## src/rtl/ytydla_cmac_accu_tree.sv

```systemverilog
// ytydla_cmac_accu_tree: pipelined 4-ary signed reduction tree with optional saturating multi-pass accumulator
//   ytydla_core_clk    clock
//   ytydla_core_rst_n  asynchronous active-low reset
//   in_valid/in_data   NUM_IN packed signed DATA_W operands, one vector per cycle
//   in_first/in_last   accumulation group delimiters (ACC_EN=1 only)
//   flush              synchronous clear of pipeline valids and accumulator
//   out_valid/out_data signed result saturated to OUT_W
//   out_sat            result or an intermediate accumulate was clamped
//   busy               some stage or the accumulator holds a live group
module ytydla_cmac_accu_tree #(
    parameter int DATA_W = 16,
    parameter int NUM_IN = 64,
    parameter int OUT_W  = 32,
    parameter bit ACC_EN = 1'b1
) (
    input  logic                     ytydla_core_clk,
    input  logic                     ytydla_core_rst_n,
    input  logic                     in_valid,
    input  logic [NUM_IN*DATA_W-1:0] in_data,
    input  logic                     in_first,
    input  logic                     in_last,
    input  logic                     flush,
    output logic                     out_valid,
    output logic [OUT_W-1:0]         out_data,
    output logic                     out_sat,
    output logic                     busy
);
    localparam int L  = $clog2(NUM_IN) / 2;
    localparam int TW = DATA_W + 2 * L;
    localparam int AW = OUT_W + 8;
    localparam int SW = AW + 1;

    logic [L-1:0]  vld, fst, lst;
    logic [TW-1:0] tsum;

    // bit L-1 of each vector travels with the final tree level
    always_ff @(posedge ytydla_core_clk or negedge ytydla_core_rst_n) begin
        if (!ytydla_core_rst_n) begin
            vld <= '0;
            fst <= '0;
            lst <= '0;
        end else begin
            vld <= flush ? '0 : L'({vld, in_valid});
            fst <= L'({fst, in_first});
            lst <= L'({lst, in_last});
        end
    end

    for (genvar k = 0; k <= L; k++) begin : lvl
        localparam int N = NUM_IN >> (2 * k);
        localparam int W = DATA_W + 2 * k;
        logic [N*W-1:0] d;
        if (k == 0) begin : g
            assign d = in_data;
        end else begin : g
            localparam int PW = W - 2;
            logic [4*N*PW-1:0] p;
            logic [N*W-1:0]    s;
            assign p = lvl[k-1].d;
            always_comb begin
                s = '0;
                for (int i = 0; i < N; i++)
                    for (int j = 0; j < 4; j++)
                        s[i*W +: W] = s[i*W +: W] + W'($signed(p[(4*i+j)*PW +: PW]));
            end
            always_ff @(posedge ytydla_core_clk or negedge ytydla_core_rst_n) begin
                if (!ytydla_core_rst_n) d <= '0;
                else d <= s;
            end
        end
    end

    assign tsum = lvl[L].d;

    if (ACC_EN) begin : g_acc
        logic [AW-1:0] acc, nxt;
        logic [SW-1:0] sum;
        logic          grp_open, sticky, pend, ld, ovf, hi, lo;
        // a pass arriving with no open group starts one; overflowing accumulates pin to the AW range
        always_comb begin
            ld  = fst[L-1] | ~grp_open;
            sum = {acc[AW-1], acc} + SW'($signed(tsum));
            ovf = ~ld & (sum[AW] ^ sum[AW-1]);
            nxt = ld ? AW'($signed(tsum)) : ovf ? {sum[AW], {(AW-1){~sum[AW]}}} : sum[AW-1:0];
            hi  = $signed(acc) > $signed({9'b0, {(OUT_W-1){1'b1}}});
            lo  = $signed(acc) < $signed({9'h1ff, {(OUT_W-1){1'b0}}});
        end
        always_ff @(posedge ytydla_core_clk or negedge ytydla_core_rst_n) begin
            if (!ytydla_core_rst_n) begin
                acc       <= '0;
                grp_open  <= 1'b0;
                sticky    <= 1'b0;
                pend      <= 1'b0;
                out_valid <= 1'b0;
                out_data  <= '0;
                out_sat   <= 1'b0;
            end else if (flush) begin
                acc       <= '0;
                grp_open  <= 1'b0;
                sticky    <= 1'b0;
                pend      <= 1'b0;
                out_valid <= 1'b0;
            end else begin
                if (vld[L-1]) begin
                    acc      <= nxt;
                    grp_open <= ~lst[L-1];
                    sticky   <= (sticky & ~ld) | ovf;
                end
                pend      <= vld[L-1] & lst[L-1];
                out_valid <= pend;
                if (pend) begin
                    out_data <= hi ? {1'b0, {(OUT_W-1){1'b1}}} : lo ? {1'b1, {(OUT_W-1){1'b0}}} : acc[OUT_W-1:0];
                    out_sat  <= sticky | hi | lo;
                end
            end
        end
        assign busy = |vld | grp_open | pend;
    end else begin : g_dir
        always_ff @(posedge ytydla_core_clk or negedge ytydla_core_rst_n) begin
            if (!ytydla_core_rst_n) begin
                out_valid <= 1'b0;
                out_data  <= '0;
            end else begin
                out_valid <= vld[L-1] & ~flush;
                out_data  <= OUT_W'($signed(tsum));
            end
        end
        assign out_sat = 1'b0;
        assign busy    = |vld;
    end
endmodule

```

## config.mk

```make
export PLATFORM = sky130hd
export DESIGN_NAME = ytydla_cmac_accu_tree
export DESIGN_NICKNAME = d
export VERILOG_FILES = /design/src/rtl/ytydla_cmac_accu_tree.sv
export SDC_FILE = /design/constraint.sdc
export NUM_CORES = 2
export LEC_CHECK = 0
export CAP_MARGIN = 5
export CORE_AREA = 10 10 410 412
export DETAILED_ROUTE_END_ITERATION = 10
export DIE_AREA = 0 0 420 422
export PLACE_DENSITY = 0.54
export SLEW_MARGIN = 20
export SYNTH_ARGS = -nofsm -noshare
export SYNTH_HDL_FRONTEND = slang
export SYNTH_SLANG_ARGS = --single-unit
```

## constraint.sdc

```tcl
create_clock -name ytydla_core_clk -period 11.6 [get_ports ytydla_core_clk]
set_clock_uncertainty 0.05 [all_clocks]
set_input_delay 2.32 -clock ytydla_core_clk [delete_from_list [all_inputs] [get_ports ytydla_core_clk]]
set_output_delay 2.32 -clock ytydla_core_clk [all_outputs]
set_load 0.03 [all_outputs]
```

# Word-level counts from Yosys, hierarchy flattened
# Index checks and enable logic that the tools add are counted.
# classes
reduce_logical	3
bitwise_logic	15
n_mux	13
addsub	64
order_cmp	2
# op_table
cell	count
adder 17 x 16 -> 18 bit	16
adder 18 bit	16
adder 16 x 16 -> 17 bit	16
two-way mux 40 bit	4
adder 19 x 18 -> 20 bit	4
adder 20 bit	4
adder 18 x 18 -> 19 bit	4
two-way mux 32 bit	2
adder 40 x 22 -> 41 bit	1
> comparator 40 x 32 -> 1 bit (second input constant)	1
less-than comparator 40 x 32 -> 1 bit (second input constant)	1
adder 21 x 20 -> 22 bit	1
adder 22 bit	1
adder 20 x 20 -> 21 bit	1
two-way mux 1 bit	6
OR 1 bit	6
inverter 1 bit	5
bitwise AND 1 bit	3
two-way mux 3 bit	1
OR reduction 3 bit	1
AND reduction 2 bit	1
nonzero test 2 bit	1
XOR 1 bit	1
# totals
reg_bits	476
output_inout_bits	35
input_bits	1030

# Depth between registers and ports, before layout
# depth
ltp_word	8
depth_mapped	17
depth_no_buf	17

# Least setup slack after synthesis
# No wires, ideal clock.
# synth_timing
kind	input to register
startpoint	input port in_data[257]
endpoint	register lvl[1].d[89]
t_required_ns	11.425
path_stages	17
slack_ns	5.928
t_arrival_ns	5.497
setup_ns	0.125
cell_sequence	inv_1 > fa_1 > fa_1 > inv_1 > ha_1 > inv_1 > fa_1 > nor2b_1 > o21ai_0 > a21boi_0 > o21ai_0 > a21boi_0 > o2111ai_1 > a31oi_1 > a211o_1 > a21oi_1 > xnor2_1
# synth_between
elab_chain_len	3
# synth_rtl
item	line_no	text
from (decl)	19	input logic [NUM_IN*DATA_W-1:0] in_data,
adder 16 x 16 -> 17 bit	64	s[i*W +: W] = s[i*W +: W] + W'($signed(p[(4*i+j)*PW +: PW]));
adder 17 x 16 -> 18 bit	64	
adder 18 bit	64	
net lvl[1].g.s[89]	58	logic [N*W-1:0] s;
to (signal assigned)	68	else d <= s;
to (decl)	52	logic [N*W-1:0] d;
# The timed path passes the listed nets, and every way through them passes these cells.
# A chain may end at the register's enable or synchronous reset.

# Worst setup path after layout
# layout_timing
startpoint	input port in_data[963]
endpoint	register lvl[1].d[287]
# The elaborated chain is that of the path after synthesis.

==> results by group <==
Placement
  – Post-placement cell count: 8,204
  – Port bufs: about 1,100
  – Routability cong.: between 0.9 and 1
  – DPL Wire Length: between 150,000 and 200,000 µm

Logic synthesis
  – Number of distinct library cell variants in the gate-level netlist after synthesis: 79
  – Main synth FF type: sky130_fd_sc_hd__dfrtp_1
  – Number of flops mapped to enable cells by yosys: 0
  – Cell type with the highest aggregate area in the netlist: sky130_fd_sc_hd__fa_1
  – Synth warnings: 0
  – Share of synthesized area occupied by flip-flops and latches: 24.1%
  – Proportion of netlist area held by the largest area contributor: between 20 and 30%
  – Synthesized Nets: roughly 7,200
  – Cell types occupying the most area after synthesis: sky130_fd_sc_hd__fa_1 (29%), sky130_fd_sc_hd__dfrtp_1 (24%), sky130_fd_sc_hd__inv_1 (11%), sky130_fd_sc_hd__ha_1 (10%), sky130_fd_sc_hd__xnor2_1 (4.3%)
  – Share of flip-flops with an asynchronous set or reset after synthesis: 100%
  – Synthesized instance count: 5,082
  – Register bit count reported by yosys: 476
  – Mean instance size in the synthesized netlist: 9.72 µm²
  – Synth Cell Area: 49,400 µm²

STA
  – Number of pins with negative max-slew slack in the final report: 0
  – Share of the clock period used by the worst path: roughly 54%
  – Worst slew slack as a fraction of its limit: approximately 28%
  – Least-Margin Pin Slew: 1.08 ns
  – Minimum hold slack: about 0.3 ns
  – Final total negative setup slack: 0 ns
  – Maximum frequency from static timing analysis: roughly 160 MHz
  – Final setup vio count: 0
  – Count of final hold-check violations: 0
  – Setup repair after global routing missed its margin: no
  – Shortest clock period the worst path allows after layout: between 6 and 7 ns

Final layout
  – Layout cell share with drive strength beyond 1: between 3 and 4%
  – NumNets Final: approximately 8,300
  – Number of fill cells: roughly 16,000
  – Share of the core filled with cells: between 40% and 50%
  – Final cell count without fillers: between 8,000 and 9,000
  – Syn-to-layout area delta: 31.0%

Worst setup path
  – Kind of capture point of the worst setup path: register
  – R2R setup slack: about 7 ns
  – CP Launch Type: primary input
  – Maximum fanout along the worst path: 3
  – Worst endpoint required time: 12.12 ns
  – Kind of critical path: in -> reg
  – Arrival time at the worst endpoint: 6.81 ns

Die
  – Horizontal extent of the die: 420 µm
  – Placeable core region: 160,000 µm²
  – Height of the die: between 400 and 500 µm
  – IO Count: between 1,000 and 1,500
  – Starting density of the core: 30.9%
  – Full die area: 177,000 µm²
  – Number of rows in the core area: 147

GRT
  – Maximum number of pins on one net before global-route repair: between 100 and 150
  – Global-route wire length before repair: between 200,000 and 300,000 µm
  – Vias in the first global route: approximately 40,000
  – Initial antenna violation count: around 40
  – Overall global routing resource usage: between 20% and 30%
  – Global route total overflow: 0

Drt
  – First-pass iteration count of the detailed router: 5
  – DR vias/cell: 4.48
  – Average wire length per cell after detail routing: around 22 µm
  – Detailed-route DRC error count: 0
  – First-iteration detailed-routing DRC count: ~1,900
  – Detailed-route wire length: 180,000 µm
  – Total via count in the routed design: approximately 37,000
  – Final antenna-violating net count: 0

Clock tree
  – TritonCTS clock tree: yes
  – Clk buf depth: 3
  – Clock root buffer: sky130_fd_sc_hd__clkbuf_16
  – Quantity of gates resized following cts: 0
  – CTS clk-pin slew, worst paths: about 0.060 ns
  – Clk_lat worst skew: around 0.68 ns
  – Inserted Clock Buffers: around 60
  – Number of H-tree branching levels: 2
  – # hold bufs at CTS: 0
  – Number of sinks on the clock net: about 480
  – Setup Buffers After CTS: 0

Pwr
  – Leakage power: around 0.032 µW
  – Total chip power: roughly 22,000 µW
  – Cell Pwr Density: approximately 340 nW/µm²
  – Maximum VDD drop: 0.000526 V

Job
  – Max-cap check violation count: 0

Run status
  – Status: completed

Worst hold path
  – Worst Hold Class: reg -> reg
routing by layer:
metal / wire, µm / track usage [%]
met1: 74100 / 24.4
met2: 97100 / 38.1
met3: 6620 / 2.87
met4: 2630 / 3.28
met5: 78 / 0
synthesized netlist by cell type, types with 13 or more instances:
| cell type | number |
|---|---|
| sky130_fd_sc_hd__a211oi_1 | 31 |
| sky130_fd_sc_hd__a21boi_0 | 30 |
| sky130_fd_sc_hd__a21o_1 | 72 |
| sky130_fd_sc_hd__a21oi_1 | 268 |
| sky130_fd_sc_hd__a22oi_1 | 21 |
| sky130_fd_sc_hd__a31oi_1 | 21 |
| sky130_fd_sc_hd__and2_1 | 36 |
| sky130_fd_sc_hd__and3_1 | 54 |
| sky130_fd_sc_hd__clkbuf_1 | 25 |
| sky130_fd_sc_hd__dfrtp_1 | 476 |
| sky130_fd_sc_hd__fa_1 | 718 |
| sky130_fd_sc_hd__ha_1 | 409 |
| sky130_fd_sc_hd__inv_1 | 1443 |
| sky130_fd_sc_hd__nand2_1 | 191 |
| sky130_fd_sc_hd__nand2b_1 | 16 |
| sky130_fd_sc_hd__nand3_1 | 100 |
| sky130_fd_sc_hd__nor2_1 | 226 |
| sky130_fd_sc_hd__nor2b_1 | 33 |
| sky130_fd_sc_hd__nor3_1 | 57 |
| sky130_fd_sc_hd__nor3_2 | 30 |
| sky130_fd_sc_hd__o2111ai_1 | 18 |
| sky130_fd_sc_hd__o21a_1 | 23 |
| sky130_fd_sc_hd__o21ai_0 | 141 |
| sky130_fd_sc_hd__o21ai_1 | 44 |
| sky130_fd_sc_hd__o21bai_1 | 42 |
| sky130_fd_sc_hd__o31ai_1 | 21 |
| sky130_fd_sc_hd__or2_2 | 13 |
| sky130_fd_sc_hd__or3_1 | 41 |
| sky130_fd_sc_hd__xnor2_1 | 244 |
| sky130_fd_sc_hd__xor2_1 | 84 |
layout make-up:
class,instances,area (µm²),share of cell area (%)
clock inverters,32,367,0.566
repair buffers,1078,10800,16.7
clock buffers,83,1770,2.73
inverters,1443,5420,8.37
diodes,12,30.0,0.0464
multi-input cells,3122,31800,49.2
well taps,2086,2610,4.03
flip-flops and latches,476,11900,18.4
state kept, by name, indices dropped and copies added (netlist names):
| register | count |
|---|---|
| out_data | 32 |
| lst | 3 |
| out_sat | 1 |
| fst | 3 |
| g_acc.acc | 40 |
| lvl.d | 390 |
| g_acc.pend | 1 |
| g_acc.grp_open | 1 |
| g_acc.sticky | 1 |
| vld | 3 |
| out_valid | 1 |
cells in the final DEF (no fill, tap or decap), types with 31 or more instances in the layout:
cell                              instances
sky130_fd_sc_hd__a211oi_1                31
sky130_fd_sc_hd__a21o_1                  72
sky130_fd_sc_hd__a21oi_1                268
sky130_fd_sc_hd__and2_1                  36
sky130_fd_sc_hd__and3_1                  54
sky130_fd_sc_hd__clkbuf_16               62
sky130_fd_sc_hd__clkdlybuf4s50_1       1063
sky130_fd_sc_hd__dfrtp_1                476
sky130_fd_sc_hd__fa_1                   718
sky130_fd_sc_hd__ha_1                   409
sky130_fd_sc_hd__inv_1                 1443
sky130_fd_sc_hd__nand2_1                191
sky130_fd_sc_hd__nand3_1                100
sky130_fd_sc_hd__nor2_1                 224
sky130_fd_sc_hd__nor2b_1                 31
sky130_fd_sc_hd__nor3_1                  57
sky130_fd_sc_hd__o21ai_0                141
sky130_fd_sc_hd__o21ai_1                 43
sky130_fd_sc_hd__o21bai_1                42
sky130_fd_sc_hd__or3_1                   41
sky130_fd_sc_hd__xnor2_1                244
sky130_fd_sc_hd__xor2_1                  84
where the power goes:
part           leakage (µW)  total (µW)  internal [µW]  switching [µW]
combinational        0.0252       17100           7380            9750
sequential          0.00567        3080           2720             368
clock               0.00105        1990           1200             793
total                0.0319       22200          11300           10900
critical path, stage by stage:
cell and delay [ns]:
sky130_fd_sc_hd__clkdlybuf4s50_1 0.45, sky130_fd_sc_hd__inv_1 0.05, sky130_fd_sc_hd__fa_1 0.53, sky130_fd_sc_hd__inv_1 0.05, sky130_fd_sc_hd__fa_1 0.47, sky130_fd_sc_hd__ha_1 0.33
sky130_fd_sc_hd__nor2b_1 0.14, sky130_fd_sc_hd__o21ai_0 0.32, sky130_fd_sc_hd__a21boi_0 0.19, sky130_fd_sc_hd__o21ai_0 0.33, sky130_fd_sc_hd__a21boi_0 0.23, sky130_fd_sc_hd__o2111a_1 0.30
sky130_fd_sc_hd__o31ai_1 0.52, sky130_fd_sc_hd__o2111ai_1 0.21, sky130_fd_sc_hd__a21oi_1 0.20, sky130_fd_sc_hd__xnor2_1 0.13
metrics by stage:
stage	worst slack [ns]	instance area (µm²)
CTS	5.38	64700
floorplan	5.93	49400
detailed placement	4.64	62500
finish	5.32	64700
global placement	4.66	62500
global route	5.06	64700
kinds of logic after synthesis:
family                   share of synthesized area (%)
AO/OA/AOI/OAI                                     10.8
XOR/XNOR                                          5.81
adder cells (fa/ha/maj)                           39.4
buffers and inverters                             11.5
flip-flops                                        24.1
multiplexers                                    0.0430
AND/OR/NAND/NOR                                   8.30
worst paths after layout:
path / startpoint / endpoint / cells past startpoint
setup reg to reg: lvl[1].d[217] / lvl[2].d[79] / 16
setup / recovery: in_data[963] / lvl[1].d[287] / 16
hold reg to reg: lst[0] / lst[1] / 0
hold / removal: lst[0] / lst[1] / 0
max in group asynchronous: ytydla_core_rst_n / lvl[1].d[168] / 3
min in group asynchronous: ytydla_core_rst_n / lvl[1].d[234] / 1
Power figures use the tool's default switching activity.
